===== src/rtl/chain_core_sweep_pkg.sv =====
// Shared types and helpers for the chain segment core.
// Build option CHAIN_CORE_DAMPING_EN is consumed by chain_core_sweep_relax_unit.
package chain_core_sweep_pkg;

  typedef enum logic [1:0] {
    ST_IDLE  = 2'd0,
    ST_SWEEP = 2'd1,
    ST_DONE  = 2'd2
  } state_e;

  localparam int COORD_W = 32;

  function automatic int reset_x(int base, int idx, int spacing);
    return (base + idx) * spacing;
  endfunction

endpackage


===== src/rtl/chain_core_sweep_relax_unit.sv =====
// One-axis constraint relaxation: new = (p + 2c + n) >>> 2.
// With CHAIN_CORE_DAMPING_EN the move toward target is scaled by 2^-DAMP_SHIFT.
module chain_core_sweep_relax_unit
  import chain_core_sweep_pkg::*;
#(
  parameter int W          = COORD_W,
  parameter int DAMP_SHIFT = 1
) (
  input  logic signed [W-1:0] p_i,
  input  logic signed [W-1:0] c_i,
  input  logic signed [W-1:0] n_i,
  output logic signed [W-1:0] new_o
);

`ifdef CHAIN_CORE_DAMPING_EN
  localparam bit DAMP_EN = 1'b1;
`else
  localparam bit DAMP_EN = 1'b0;
`endif
  localparam int SH = DAMP_EN ? DAMP_SHIFT : 0;

  logic signed [W+1:0] sum;
  logic signed [W-1:0] tgt;
  logic signed [W:0]   c_ext;
  logic signed [W:0]   diff;

  // W+2 bits hold p + 2c + n without overflow
  assign sum = $signed({{2{p_i[W-1]}}, p_i})
             + $signed({c_i[W-1], c_i, 1'b0})
             + $signed({{2{n_i[W-1]}}, n_i});
  assign tgt   = W'(sum >>> 2);
  assign c_ext = $signed({c_i[W-1], c_i});
  assign diff  = $signed({tgt[W-1], tgt}) - c_ext;
  assign new_o = W'(c_ext + (diff >>> SH));

endmodule


===== src/rtl/chain_core_sweep.sv =====
// Rope segment core: Gauss-Seidel sweep over NODES nodes, PASSES passes per start.
// Damping selected at build time by CHAIN_CORE_DAMPING_EN.
module chain_core_sweep
  import chain_core_sweep_pkg::*;
#(
  parameter int NODES        = 5,
  parameter int W            = COORD_W,
  parameter int PASSES       = 2,
  parameter int NODE_BASE_ID = 0,
  parameter int SPACING      = 16,
  parameter int FIRST_CORE   = 0,
  parameter int DAMP_SHIFT   = 1
) (
  input  logic               clk,
  input  logic               reset,
  input  logic               start,
  input  logic [W-1:0]       prev_core_last_x,
  input  logic [W-1:0]       prev_core_last_y,
  input  logic [W-1:0]       next_core_first_x,
  input  logic [W-1:0]       next_core_first_y,
  input  logic [W-1:0]       x_mouse,
  input  logic [W-1:0]       y_mouse,
  input  logic               is_last,
  output logic               busy,
  output logic               done,
  output logic [NODES*W-1:0] nodes_x,
  output logic [NODES*W-1:0] nodes_y
);

  localparam int IW = (NODES > 1) ? $clog2(NODES) : 1;
  localparam int PW = (PASSES > 1) ? $clog2(PASSES) : 1;
  localparam logic [IW-1:0] LAST_IDX  = IW'(NODES - 1);
  localparam logic [PW-1:0] LAST_PASS = PW'(PASSES - 1);

  state_e state_q, state_d;
  logic [IW-1:0] idx_q;
  logic [PW-1:0] pass_q;
  logic signed [W-1:0] x_q [NODES];
  logic signed [W-1:0] y_q [NODES];
  logic signed [W-1:0] prv_x_q, prv_y_q, nxt_x_q, nxt_y_q;
  logic signed [W-1:0] ms_x_q, ms_y_q;
  logic last_q;

  logic signed [W-1:0] px, cx, nx, py, cy, ny;
  logic signed [W-1:0] rx, ry, wx, wy;
  logic at_end;

  assign at_end = (idx_q == LAST_IDX) && (pass_q == LAST_PASS);

  always_comb begin
    state_d = state_q;
    busy    = 1'b0;
    done    = 1'b0;
    unique case (state_q)
      ST_IDLE:  if (start) state_d = ST_SWEEP;
      ST_SWEEP: begin
        busy = 1'b1;
        if (at_end) state_d = ST_DONE;
      end
      ST_DONE: begin
        busy    = 1'b1;
        done    = 1'b1;
        state_d = ST_IDLE;
      end
      default: state_d = ST_IDLE;
    endcase
  end

  // Neighbours read live registers, so earlier nodes of this pass are already updated
  always_comb begin
    px = prv_x_q;
    py = prv_y_q;
    nx = nxt_x_q;
    ny = nxt_y_q;
    cx = x_q[0];
    cy = y_q[0];
    for (int i = 0; i < NODES; i++) begin
      if (idx_q == IW'(i)) begin
        cx = x_q[i];
        cy = y_q[i];
        if (i > 0) begin
          px = x_q[(i > 0) ? i - 1 : 0];
          py = y_q[(i > 0) ? i - 1 : 0];
        end
        if (i < NODES - 1) begin
          nx = x_q[(i < NODES - 1) ? i + 1 : i];
          ny = y_q[(i < NODES - 1) ? i + 1 : i];
        end
      end
    end
  end

  chain_core_sweep_relax_unit #(
    .W(W), .DAMP_SHIFT(DAMP_SHIFT)
  ) u_relax_x (
    .p_i(px), .c_i(cx), .n_i(nx), .new_o(rx)
  );

  chain_core_sweep_relax_unit #(
    .W(W), .DAMP_SHIFT(DAMP_SHIFT)
  ) u_relax_y (
    .p_i(py), .c_i(cy), .n_i(ny), .new_o(ry)
  );

  // Mouse wins over the pin when a single-node core is both first and last
  always_comb begin
    wx = rx;
    wy = ry;
    if (idx_q == '0 && FIRST_CORE != 0) begin
      wx = cx;
      wy = cy;
    end
    if (idx_q == LAST_IDX && last_q) begin
      wx = ms_x_q;
      wy = ms_y_q;
    end
  end

  always_ff @(posedge clk) begin
    if (!reset) begin
      state_q <= ST_IDLE;
      idx_q   <= '0;
      pass_q  <= '0;
      prv_x_q <= '0;
      prv_y_q <= '0;
      nxt_x_q <= '0;
      nxt_y_q <= '0;
      ms_x_q  <= '0;
      ms_y_q  <= '0;
      last_q  <= 1'b0;
      for (int i = 0; i < NODES; i++) begin
        x_q[i] <= W'(reset_x(NODE_BASE_ID, i, SPACING));
        y_q[i] <= '0;
      end
    end else begin
      state_q <= state_d;
      if (state_q == ST_IDLE && start) begin
        prv_x_q <= prev_core_last_x;
        prv_y_q <= prev_core_last_y;
        nxt_x_q <= next_core_first_x;
        nxt_y_q <= next_core_first_y;
        ms_x_q  <= x_mouse;
        ms_y_q  <= y_mouse;
        last_q  <= is_last;
        idx_q   <= '0;
        pass_q  <= '0;
      end
      if (state_q == ST_SWEEP) begin
        x_q[idx_q] <= wx;
        y_q[idx_q] <= wy;
        if (idx_q == LAST_IDX) begin
          idx_q  <= '0;
          pass_q <= pass_q + PW'(1);
        end else begin
          idx_q <= idx_q + IW'(1);
        end
      end
    end
  end

  for (genvar g = 0; g < NODES; g++) begin : g_pack
    assign nodes_x[g*W +: W] = x_q[g];
    assign nodes_y[g*W +: W] = y_q[g];
  end

endmodule


===== config.mk =====
export PLATFORM = sky130hd
export DESIGN_NAME = chain_core_sweep
export DESIGN_NICKNAME = d
export VERILOG_FILES = /design/src/rtl/chain_core_sweep_pkg.sv /design/src/rtl/chain_core_sweep_relax_unit.sv /design/src/rtl/chain_core_sweep.sv
export SDC_FILE = /design/constraint.sdc
export NUM_CORES = 2
export LEC_CHECK = 0
export BUFFER_PORTS_ARGS = -buffer_cell sky130_fd_sc_hd__buf_2
export CORE_AREA = 2 2 247 249
export CTS_BUF_LIST = sky130_fd_sc_hd__clkbuf_4 sky130_fd_sc_hd__clkbuf_8 sky130_fd_sc_hd__clkbuf_16
export DETAILED_ROUTE_END_ITERATION = 16
export DIE_AREA = 0 0 249 251
export PLACE_DENSITY = 0.79
export RECOVER_POWER = 25
export SETUP_SLACK_MARGIN = 0.02
export SLEW_MARGIN = 10
export SYNTH_ARGS = -nofsm -noshare
export SYNTH_HDL_FRONTEND = slang
export SYNTH_SLANG_ARGS = --single-unit

===== constraint.sdc =====
create_clock -name clk -period 10.2 [get_ports clk]
set_clock_uncertainty 0.05 [all_clocks]
set_input_delay 1.02 -clock clk [delete_from_list [all_inputs] [get_ports clk]]
set_output_delay 1.02 -clock clk [all_outputs]
set_load 0.05 [all_outputs]

# After elaboration in Yosys (flattened, before gate mapping)
# Memory sizes are Yosys's and may differ from the RTL's.
# Index checks and enable logic that the tools add are counted.
[word_totals]
register_bits = 199
mem_bits_rw = 320
in_bits = 196
out_inout_bits = 322
wordCells = 87
memories = 2
[mem_list]
columns = ["memory", "depth", "word_bits", "rd", "rd_ports_with_merged_regs", "wr", "line_no", "text"]
rows = [
  ["x_q", 5, 32, 5, 0, 5, "chain_core_sweep.sv:38", "logic signed [W-1:0] x_q [NODES];"],
  ["y_q", 5, 32, 5, 0, 5, "chain_core_sweep.sv:39", "logic signed [W-1:0] y_q [NODES];"],
]
[op_classes]
addsub = 10
n_eq_ne = 8
muxes = 47
n_reduce_logical = 10
[op_table]
columns = ["operator", "n"]
rows = [
  ["2-to-1 mux 32 bit", 28],
  ["adder 32 x 33 -> 34 bit", 2],
  ["adder 34 x 32 -> 34 bit", 2],
  ["adder 32 bit", 2],
  ["OR reduction 32 bit", 2],
  ["subtractor 32 bit", 2],
  ["2-to-1 mux 3 bit", 5],
  ["2-to-1 mux 1 bit", 11],
  ["== test 3 x 2 -> 1 bit, second input constant", 2],
  ["2-to-1 mux 2 bit", 2],
  ["inequality test 2 bit, second input constant", 2],
  ["case mux 2 bit (2 select lines)", 1],
  ["adder 3 x 1 -> 3 bit, second input constant", 1],
  ["== test 3 x 1 -> 1 bit, second input constant", 1],
  ["== test 3 bit, second input constant", 1],
  ["logical AND 1 bit", 3],
  ["logical NOT 3 bit", 1],
  ["== test 2 x 1 -> 1 bit, second input constant", 1],
  ["== test 2 bit, second input constant", 1],
  ["logical NOT 2 bit", 1],
  ["AND reduction 2 bit", 1],
  ["nonzero test 2 bit", 1],
  ["OR reduction 2 bit", 1],
  ["adder 1 bit, second input constant", 1],
]

# Longest topological paths before layout
[logic_depth]
ltp_word = 11
mapped_depth = 40
ltp_nobuf = 37

# By module
# From an unflattened synthesis, not the netlist that was laid out.
[unflattened]
cells_unflattened = 3822
area_unflattened_um2 = 36160.9
[modules_own_cells]
columns = ["module", "instances", "cells_per_inst", "area_each_um2", "seq_area_each_um2"]
rows = [
  ["chain_core_sweep", 1, 2841, 28242.1, 13593.0],
  ["chain_core_sweep_relax_unit (u_relax_y)", 1, 480, 3992.6, 0.0],
  ["chain_core_sweep_relax_unit (u_relax_x)", 1, 501, 3926.3, 0.0],
]

# Worst setup path after synthesis
# OpenSTA, ideal clock, no wires.
[synth_timing]
kind = "reg2reg"
startpoint = "reg idx_q[0]"
endpoint = "mem x_q[4][28] in the netlist's numbering, data pin"
setup_ps = 269
arrival_ps = 7451
required_ps = 9881
setup_slack_ps = 2431
stages_incl_launch_ff = 34
n_path_buf = 3
period_less_slack_ps = 7769
cell_sequence = "dfxtp_1 > inv_1 > ha_1 > buf_2 > nor2b_1 > clkbuf_1 > clkbuf_1 > mux2i_1 > a211oi_1 > a21oi_1 > o21ai_0 > fa_1 > o21ai_0 > or3_1 > fa_1 > nand2b_1 > a21oi_1 > o21ai_1 > o21ba_2 > o21ai_0 > a21oi_1 > xnor2_1 > inv_1 > ha_1 > and3_1 > a221o_1 > and2_1 > a211o_1 > maj3_2 > a211oi_1 > o21bai_1 > a221o_1 > xnor2_2 > o31ai_1"
[synth_rtl]
columns = ["item", "line_no", "text"]
rows = [
  ["start: declaration", "chain_core_sweep.sv:36", "logic [IW-1:0] idx_q;"],
  ["start signal: assignment", "chain_core_sweep.sv:155", "idx_q <= idx_q + IW'(1);"],
  ["end: declaration", "chain_core_sweep.sv:38", ""],
]

==> impl_metrics.yaml <==
worst_hold_path:
  hold_class: "reg -> reg"
  whs_path_depth: 2
synth:
  synthArstFlopShare_pct: 0
  synth-simple-area-share_pct: 19.6
  synth_nets: 4728
  synth.distinct_cells: 74
  synthCells: 4331
  synth_compound_gate_area_share_pct: 22.5
  muxShareOfSynthArea_pct: 2.03
  synth-edff-count: 320
  ys_ff_latch: 519
  synth_seq_area_share_pct: 38.9
  synth_top_family_by_area: "compound AO/OA/AOI/OAI gates"
  synth-xor-area-share_pct: 2.85
  synth.avg_cell_area_um2: 8.07
  syn-cell-area_mm2: 0.0350
  yosys.area_share.adder_pct: 8.64
  yosysWarningCount: 0
  synth-main-ff-cell: "edfxtp_1"
placed_design:
  gp_congestion: 0.958
  hpwlAfterDp_um: 84800
  io_buffer_count: 517
clocking:
  hold_buffers: 0
  post-cts-setup-buffers: 0
  path_clk_slew_ns: 0.06
  clkSinkCount: 519
  clock_path_buffers: 3
  clock_latency_ns: 0.65
  cts_made_buffers: 55
  post_cts_resized: 0
  h-tree-depth: 2
  cts_root_buf: "clkbuf_16"
  cts_tree: "built"
sta:
  rsz0062_at_grt: "false"
  hold_viol_final: 0
  fmaxAchievable_ghz: 0.111
  fin_crit_sh_pct: 88.3
  fin_setup_tns_ns: 0
  period_minus_slack_ns: 9.00
  tightest_slew_ns: 3.56
  slew_headroom_pct: -137
  setup_viol: 0
  final_max_slew_viol_count: 63
cells_and_area:
  area_growth_pct: 13.0
  mostFrequentLayoutCell: "nand2_1"
  drive_above_1_share_pct: 8.73
  fillers: 5274
  final_cell_mix: "nand2_1, nor2_1, a21oi_1"
  fin_nets: 5057
grt:
  grt_start_max_net_pins: 121
  grt_pass1_vias: 31400
  antenna_found_initial: 10
  grt_pass1_wl_um: 184000
  track_usage_pct: 37.6
  overflow: 0
critical_path:
  cp_common_cell: "a21o_1"
  cp_slowest_cell: "dfxtp_1"
  arrival_ns: 9.29
  cp_slowest_stage_delay_ns: 0.78
  critical_path.max_fanout: 70
  critPathKind: "reg -> reg"
  rr_worst_depth: 31
  crit_path_end_kind: "flip-flop"
  cp-start-kind: "flip-flop"
  regToRegSetupSlack_ns: 1.20
  worstPathRequired_ns: 10.48
floorplan:
  core_mm2: 0.0598
  rows: 90
  die_w_um: 249
  ios: 518
  die_h_um: 251
  die_area_mm2: 0.0625
  initial_utilization_pct: 58.5
detailed_routing:
  vias: 34000
  vias_per_cell: 6.19
  drc_errors: 0
  wl_per_cell_um: 22.0
  drtIter0Drc: 4057
  detail-route-antenna-nets: 0
  dr.pass1.iters: 9
  wirelength_um: 121000
flow_run:
  cap_violations: 1
run_status:
  violations: "capacitance limit, slew limit"
  status: "finished with violations"
## final cells by class
class | count | area, um^2 | area share (%)
multi-input combinational | 3299 | 19600 | 49.5
inverter | 221 | 830 | 2.10
clock inverter | 36 | 389 | 0.985
clock buffer | 68 | 1530 | 3.87
antenna | 7 | 17.5 | 0.0443
timing repair buffer | 564 | 2600 | 6.59
sequential | 519 | 13600 | 34.4
tap | 782 | 978 | 2.48
## sequential cells by signal (all words and copies together) (netlist names)
name     cells
x_q        160
y_q        160
ms_x_q      32
ms_y_q      32
nxt_x_q     32
nxt_y_q     32
prv_x_q     32
prv_y_q     32
idx_q        3
state_q      2
last_q       1
pass_q       1
## routing by layer
metal | wire length, um | GRT usage (%)
met1 | 48000 | 50.7
met2 | 53200 | 58.3
met3 | 14000 | 8.06
met4 | 5820 | 17.2
met5 | 22 | 0
## cell families (layout without fill, tap and decap cells)
kind of cell / count (synthesis) / count (layout)
flip-flops: 519 / 519
buffers and inverters: 513 / 889
XOR/XNOR: 112 / 112
multiplexers: 71 / 71
AO/OA/AOI/OAI: 1217 / 1217
adder cells (fa/ha/maj): 202 / 202
other: 0 / 7
AND/OR/NAND/NOR: 1697 / 1697
## synthesized netlist by cell type, types with 26 or more instances
cell,count,area (um^2)
edfxtp_1,320,9610
mux2i_1,71,711
xor2_1,48,420
o211ai_1,67,503
buf_1,32,120
nor2_1,608,2280
fa_1,66,1320
o21ai_0,112,561
a21o_1,62,465
xnor2_1,62,543
nor3_1,26,130
nand2_1,889,3340
a21boi_0,195,1460
dfxtp_1,199,3980
a311oi_1,130,1140
o21a_1,27,203
ha_1,135,1690
inv_1,221,830
and2_1,29,181
a211oi_1,27,203
nand3_1,29,145
a21oi_1,495,2480
clkbuf_1,257,965
## metrics by stage
stage	cell area [um^2]	setup WS (ns)	utilization (%)	hold slack, ns	std cells
4_1_cts	39900	1.38	66.6	0.414	5489
3_3_place_gp	37900	1.60	63.4	0.399	5385
2_1_floorplan	35000	2.43	-	0.389	4331
3_5_place_dp	37900	1.41	63.4	0.406	5385
5_1_grt	39500	0.506	66.1	0.435	5494
6_report	39500	1.20	66.1	0.413	5496
## final timing paths
path	from	end
min	nxt_x_q[1]	nxt_x_q[1]
min reg2reg	nxt_x_q[1]	nxt_x_q[1]
max reg2reg	idx_q[2]	y_q[0][31]
max	idx_q[2]	y_q[0][31]
## worst max-delay path, delay by kind of cell, from the launching register on
family	cells	cell delay, ns
AOI/OAI and AO/OA	14	3.13
and+or+nand+nor	8	1.90
adders and majority gates	3	1.16
buffers and inverters	3	0.93
DFF	1	0.78
xor gates and xnor gates	3	0.70
Power is not shown: default switching activity piles up to over one toggle a cycle in this logic, so the estimate is an artifact.
